<file path="src/rtl/sockit_spi_xip_seq.sv">
// XIP flash read sequencer: turns a memory-mapped read into opcode/address/dummy/data/deselect serializer commands.
// Optional continuous sequential read (HOLD state) is enabled by defining SOCKIT_SPI_XIP_SEQ_CONT_EN.
module sockit_spi_xip_seq #(
  parameter int ADW = 24,
  parameter int CNW = 14
) (
  input  logic           clk,
  input  logic           rst,
  input  logic [7:0]     cfg_cmd,
  input  logic [1:0]     cfg_iom_cmd,
  input  logic [1:0]     cfg_iom_adr,
  input  logic [1:0]     cfg_iom_dat,
  input  logic [3:0]     cfg_dmy,
  input  logic           cfg_adr4,
  input  logic           req_vld,
  output logic           req_rdy,
  input  logic [ADW-1:0] req_adr,
  output logic           rsp_vld,
  output logic [31:0]    rsp_dat,
  output logic           scw_vld,
  input  logic           scw_rdy,
  output logic           scw_sso,
  output logic           scw_cke,
  output logic           scw_die,
  output logic           scw_doe,
  output logic [1:0]     scw_iom,
  output logic [CNW-1:0] scw_cnt,
  output logic           sdw_vld,
  input  logic           sdw_rdy,
  output logic [31:0]    sdw_dat,
  input  logic           sdr_vld,
  input  logic [31:0]    sdr_dat
);

  // IDLE: wait request | CMD: opcode | ADR: address | DMY: dummy | DAT: data | WAIT: read-back | END: deselect | HOLD: sso kept for next sequential read
  typedef enum logic [2:0] {
    S_IDLE, S_CMD, S_ADR, S_DMY, S_DAT, S_WAIT,
`ifdef SOCKIT_SPI_XIP_SEQ_CONT_EN
    S_END, S_HOLD
`else
    S_END
`endif
  } state_t;

  state_t          state_q, state_nx;
  logic [ADW-1:0]  adr_q;
  logic [7:0]      cmd_q;
  logic [1:0]      iom_cmd_q, iom_adr_q, iom_dat_q;
  logic [3:0]      dmy_q;
  logic            adr4_q;
  logic [31:0]     adr_ext;
  logic            seq_hit;

  assign adr_ext = 32'(adr_q);

  function automatic logic [CNW-1:0] cyc(input logic [5:0] bits, input logic [1:0] iom);
    logic [5:0] n;
    case (iom)
      2'd2:    n = bits >> 1;
      2'd3:    n = bits >> 2;
      default: n = bits;
    endcase
    return CNW'(n - 6'd1);
  endfunction

`ifdef SOCKIT_SPI_XIP_SEQ_CONT_EN
  logic [7:0] tmr_q;
  logic       pend_q;

  assign seq_hit = (state_q == S_HOLD) && (req_adr == adr_q + ADW'(4));

  // Idle timer reloads while waiting for read data, so HOLD always starts from a full count.
  always_ff @(posedge clk or negedge rst) begin
    if (!rst) begin
      tmr_q  <= 8'd0;
      pend_q <= 1'b0;
    end else begin
      if (state_q == S_WAIT)
        tmr_q <= 8'd255;
      else if (state_q == S_HOLD && tmr_q != 8'd0)
        tmr_q <= tmr_q - 8'd1;
      if (state_q == S_HOLD && req_vld && !seq_hit)
        pend_q <= 1'b1;
      else if (state_q == S_END && scw_rdy)
        pend_q <= 1'b0;
    end
  end
`else
  assign seq_hit = 1'b0;
`endif

  always_ff @(posedge clk or negedge rst) begin
    if (!rst) begin
      state_q   <= S_IDLE;
      adr_q     <= '0;
      cmd_q     <= 8'd0;
      iom_cmd_q <= 2'd0;
      iom_adr_q <= 2'd0;
      iom_dat_q <= 2'd0;
      dmy_q     <= 4'd0;
      adr4_q    <= 1'b0;
      rsp_vld   <= 1'b0;
      rsp_dat   <= 32'd0;
    end else begin
      state_q <= state_nx;
      if (req_vld && req_rdy) begin
        adr_q <= req_adr;
        if (!seq_hit) begin
          cmd_q     <= cfg_cmd;
          iom_cmd_q <= cfg_iom_cmd;
          iom_adr_q <= cfg_iom_adr;
          iom_dat_q <= cfg_iom_dat;
          dmy_q     <= cfg_dmy;
          adr4_q    <= (ADW == 32) ? cfg_adr4 : 1'b0;
        end
      end
      rsp_vld <= (state_q == S_WAIT) && sdr_vld;
      if (state_q == S_WAIT && sdr_vld)
        rsp_dat <= sdr_dat;
    end
  end

  // Opcode and address commands carry paired shift data, so both streams must accept together.
  always_comb begin
    state_nx = state_q;
    req_rdy  = 1'b0;
    scw_vld  = 1'b0;
    scw_sso  = 1'b0;
    scw_cke  = 1'b0;
    scw_die  = 1'b0;
    scw_doe  = 1'b0;
    scw_iom  = 2'd0;
    scw_cnt  = '0;
    sdw_vld  = 1'b0;
    sdw_dat  = 32'd0;
    case (state_q)
      S_IDLE: begin
        req_rdy = 1'b1;
        if (req_vld) state_nx = S_CMD;
      end
      S_CMD: begin
        scw_vld = 1'b1; scw_sso = 1'b1; scw_cke = 1'b1; scw_doe = 1'b1;
        scw_iom = iom_cmd_q;
        scw_cnt = cyc(6'd8, iom_cmd_q);
        sdw_vld = 1'b1;
        sdw_dat = {cmd_q, 24'h0};
        if (scw_rdy && sdw_rdy) state_nx = S_ADR;
      end
      S_ADR: begin
        scw_vld = 1'b1; scw_sso = 1'b1; scw_cke = 1'b1; scw_doe = 1'b1;
        scw_iom = iom_adr_q;
        scw_cnt = cyc(adr4_q ? 6'd32 : 6'd24, iom_adr_q);
        sdw_vld = 1'b1;
        sdw_dat = adr4_q ? adr_ext : {adr_ext[23:0], 8'h00};
        if (scw_rdy && sdw_rdy) state_nx = (dmy_q != 4'd0) ? S_DMY : S_DAT;
      end
      S_DMY: begin
        scw_vld = 1'b1; scw_sso = 1'b1; scw_cke = 1'b1;
        scw_iom = iom_dat_q;
        scw_cnt = CNW'(dmy_q - 4'd1);
        if (scw_rdy) state_nx = S_DAT;
      end
      S_DAT: begin
        scw_vld = 1'b1; scw_sso = 1'b1; scw_cke = 1'b1; scw_die = 1'b1;
        scw_iom = iom_dat_q;
        scw_cnt = cyc(6'd32, iom_dat_q);
        if (scw_rdy) state_nx = S_WAIT;
      end
      S_WAIT: begin
`ifdef SOCKIT_SPI_XIP_SEQ_CONT_EN
        if (sdr_vld) state_nx = S_HOLD;
`else
        if (sdr_vld) state_nx = S_END;
`endif
      end
      S_END: begin
        scw_vld = 1'b1;
`ifdef SOCKIT_SPI_XIP_SEQ_CONT_EN
        if (scw_rdy) state_nx = pend_q ? S_CMD : S_IDLE;
`else
        if (scw_rdy) state_nx = S_IDLE;
`endif
      end
`ifdef SOCKIT_SPI_XIP_SEQ_CONT_EN
      S_HOLD: begin
        scw_sso = 1'b1;
        req_rdy = 1'b1;
        if (req_vld) state_nx = seq_hit ? S_DAT : S_END;
        else if (tmr_q == 8'd0) state_nx = S_END;
      end
`endif
      default: state_nx = S_IDLE;
    endcase
  end

endmodule
</file>
<file path="config.mk">
export PLATFORM = sky130hd
export DESIGN_NAME = sockit_spi_xip_seq
export DESIGN_NICKNAME = d
export VERILOG_FILES = /design/src/rtl/sockit_spi_xip_seq.sv
export SDC_FILE = /design/constraint.sdc
export NUM_CORES = 1
export LEC_CHECK = 0
export CAP_MARGIN = 10
export CORE_ASPECT_RATIO = 0.5
export CORE_MARGIN = 2
export CORE_UTILIZATION = 45
export DETAILED_ROUTE_END_ITERATION = 16
export PLACE_DENSITY = 0.91
export SLEW_MARGIN = 20
export SYNTH_ARGS = -nofsm -noshare
export SYNTH_HDL_FRONTEND = slang
export SYNTH_SLANG_ARGS = --single-unit
</file>
<file path="constraint.sdc">
create_clock -name clk -period 5.3 [get_ports clk]
set_input_delay 1.06 -clock clk [delete_from_list [all_inputs] [get_ports clk]]
set_output_delay 1.06 -clock clk [all_outputs]
set_load 0.005 [all_outputs]
</file>
==> flow_metrics.py <==
metrics = {
    "sta": {
        "finalWorstPathRequiredPeriod_ps": 4340,
        "worst-slew-pin-transition_ps": 998,
        "layout_worst_path_cycle_share": 0.819,
        "finClkSkew_ps": 4.32,
        "maxSlewViolCount": 0,
        "fin_ws_ps": 961,
        "final-setup-viol-count": 0,
        "fmax_mhz": 230,
        "rsz0062_at_grt": "false",
        "hold_violation_total_from_the_final_report": 0,
        "final.setup.tns_ps": 0,
        "timing.slew.headroom": 0.335,
    },
    "yosys": {
        "yosysWarningCount": 0,
        "synth_enable_flop_cells": 0,
        "synth_sequential_area_ratio": 0.517,
        "synthArstFlopShare": 1.00,
        "synth_top_flop_cell": "sky130_fd_sc_hd__dfrtp_1",
        "syn-mean-instance-area_um2": 12.4,
        "syn_area_mm2": 0.00377,
        "post_synthesis_sequential_element_count": 78,
        "postSynthCellCount": 305,
        "synth.distinct_cells": 50,
    },
    "clock_network": {
        "htree_levels": 3,
        "clk_latency_ps": 330,
        "number_of_setup_buffers_added_after_cts": 0,
        "postCtsResizedCells": 0,
        "cts_hold_repair.buffers": 0,
        "cts_num_sinks": 78,
        "cts_root_buf": "sky130_fd_sc_hd__clkbuf_16",
        "clock_pin_slew_of_the_registers_on_the_worst_case_setup_and_hold_paths_ps": 60,
        "cts_tree": "built",
        "clock_tree.buffer_depth": 2,
        "cts_buf_count": 9,
    },
    "worst_setup_path": {
        "regToRegEndpoint": "adr_q[23]",
        "critPathCaptureType": "primary output",
        "crit_path_cell_trace": "inv_4, or3_4, clkinv_2, nor4b_1, a21oi_1, ha_1, inv_1, and4_4, o32ai_2, clkdlybuf4s50_1",
        "criticalPathCategory": "reg -> out",
        "start_of_the_worst_register_to_register_path": "state_q[2]",
        "critPathCapture": "scw_cnt[3]",
        "ff2ff_path_depth": 3,
        "critPathRequiredTime_ps": 4240,
        "startpoint": "state_q[2]",
        "critPathLaunchType": "register",
        "crit_path_top_delay_cell": "sky130_fd_sc_hd__dfrtp_1",
        "critical_path_peak_fanout": 27,
        "worst_ep_arrival_time_ps": 3280,
        "critPathMaxStageDelay_ps": 990,
        "r2r_slack_ps": 2700,
    },
    "drt": {
        "dr.pass1.iters": 4,
        "dr_wl_cell_um": 16.4,
        "viasPerCell": 5.15,
        "routed_wl_um": 9300,
        "first_iter_violations": 240,
        "drc": 0,
        "postRouteAntennaNets": 0,
        "vias": 2926,
    },
    "power_and_ir_drop": {
        "power_density_mw_per_mm2": 576,
        "vdd_ir_drop_max_mv": 0.292,
        "p_clk_frac": 0.199,
        "p_seq_frac": 0.347,
        "combPwrFrac": 0.454,
        "p_sw_mw": 1.03,
        "leakage_power_nw": 2.37,
        "power_switching_share": 0.317,
        "p_int_mw": 2.22,
    },
    "floorplan": {
        "number_of_placement_rows": 23,
        "design.die.area_mm2": 0.00918,
        "fp.dieW_um": 134,
        "start_util": 0.468,
        "pin_count": 169,
        "core_area_mm2": 0.00806,
        "die_h_um": 68.8,
    },
    "run": {
        "drv_cap": 0,
    },
    "placement": {
        "dp_cells": 552,
        "io_buffers": 159,
        "pre_cts_ws_ps": 1360,
        "detailedPlacementHpwl_um": 6470,
        "globalplace.congestion": 0.857,
        "detailed_place.area_mm2": 0.00531,
    },
    "final_layout": {
        "antenna_cells_inserted": 0,
        "finalNonFillerCells": 568,
        "layout.cells.most_common_list": "sky130_fd_sc_hd__clkdlybuf4s50_1, sky130_fd_sc_hd__dfrtp_1, sky130_fd_sc_hd__mux2_1",
        "most_common_cell_after_layout_fill_and_taps_aside": "sky130_fd_sc_hd__clkdlybuf4s50_1",
        "filler_cell_count": 559,
        "stdcell_area_mm2": 0.00564,
        "multi_input_combinational_cell_area_mm2": 0.00158,
        "ff_latch_area_mm2": 0.00195,
        "synthToLayoutAreaGrowth_pct": 49.4,
        "drive_gt1_frac": 0.0943,
        "layout.nets": 534,
    },
    "outcome": {
        "outcome": "finished, final reports clean",
    },
    "min_path": {
        "worst_hold_path_type": "reg -> reg",
    },
    "grt": {
        "gr-total-overflow": 0,
        "largest_net_degree_at_the_start_of_global_routing": 79,
        "number_of_global_route_vias_before_repair": 2984,
        "grt_use_total": 0.204,
        "antenna_found_initial": 0,
        "grt_pass1_wl_um": 14500,
    },
}
## how the worst min path moves through the flow
stage	startpoint	to	slack, ps	cells past startpoint
floorplan	adr_q[0]	adr_q[0]	450	1
global placement	adr_q[4]	adr_q[4]	460	1
detailed placement	adr_q[10]	adr_q[10]	470	1
CTS	adr_q[10]	adr_q[10]	480	1
global route	adr_q[4]	adr_q[4]	490	1
finish	adr_q[10]	adr_q[10]	480	1
## cell usage after synthesis (3+ instances only)
cell | instances | share of area
sky130_fd_sc_hd__buf_2 | 6 | 0.0080
sky130_fd_sc_hd__mux2_2 | 7 | 0.021
sky130_fd_sc_hd__a21oi_1 | 5 | 0.0066
sky130_fd_sc_hd__a22oi_1 | 9 | 0.018
sky130_fd_sc_hd__nor3_1 | 3 | 0.0040
sky130_fd_sc_hd__mux2_1 | 65 | 0.19
sky130_fd_sc_hd__o21ai_0 | 13 | 0.017
sky130_fd_sc_hd__nor2_1 | 14 | 0.014
sky130_fd_sc_hd__nand2_1 | 10 | 0.0099
sky130_fd_sc_hd__and2_1 | 17 | 0.028
sky130_fd_sc_hd__buf_4 | 23 | 0.046
sky130_fd_sc_hd__inv_1 | 6 | 0.0060
sky130_fd_sc_hd__dfrtp_1 | 78 | 0.52
sky130_fd_sc_hd__o31ai_1 | 3 | 0.0060
## state kept, by name (all words and copies together) (netlist names)
signal	cells
state_q	3
iom_cmd_q	2
cmd_q	8
dmy_q	4
rsp_dat	32
iom_dat_q	2
rsp_vld	1
adr_q	24
iom_adr_q	2
## per-layer routing
metal / track usage / wire, um
met1: 0.236 / 3660
met4: 0.0838 / 202
met3: 0.0592 / 523
met5: 0 / 0
met2: 0.369 / 4920
## final cells by class
| type | instances | area share |
|---|---|---|
| well taps | 112 | 0.0249 |
| flip-flops and latches | 78 | 0.346 |
| multi-input cells | 192 | 0.280 |
| clock buffers | 14 | 0.0504 |
| inverters | 9 | 0.00666 |
| repair buffers | 161 | 0.285 |
| clock inverters | 2 | 0.00666 |
## stage by stage
step	hold WS (ps)	total power [mW]	util
finish	477	3.25	0.700
global route	495	3.46	0.700
CTS	479	3.28	0.699
detailed placement	467	2.60	0.659
global placement	458	2.55	0.659
floorplan	449	1.85	-
## power by group through the flow
stage | registers [mW] | logic (mW) | clock network [mW]
after global placement | 1.11 | 1.44 | 0
after floorplan | 1.05 | 0.798 | 0
after detailed placement | 1.13 | 1.47 | 0
final | 1.13 | 1.47 | 0.645
after global routing | 1.17 | 1.60 | 0.679
after CTS | 1.13 | 1.49 | 0.661
## kinds of logic after synthesis
logic type	share of synthesized area
and+or+nand+nor	0.0915
AOI/OAI and AO/OA	0.0872
adders and majority gates	0.00663
xor gates and xnor gates	0.00464
DFF	0.517
muxes	0.220
other	0.000994
buffers and inverters	0.0716
## worst max-delay path, delay by kind of cell (launching register included)
kind / cells / cell delay (ps)
DFF: 1 / 990
buffers and inverters: 4 / 800
and+or+nand+nor: 3 / 590
AOI/OAI and AO/OA: 2 / 380
adders and majority gates: 1 / 180
Power figures use the tool's default switching activity.
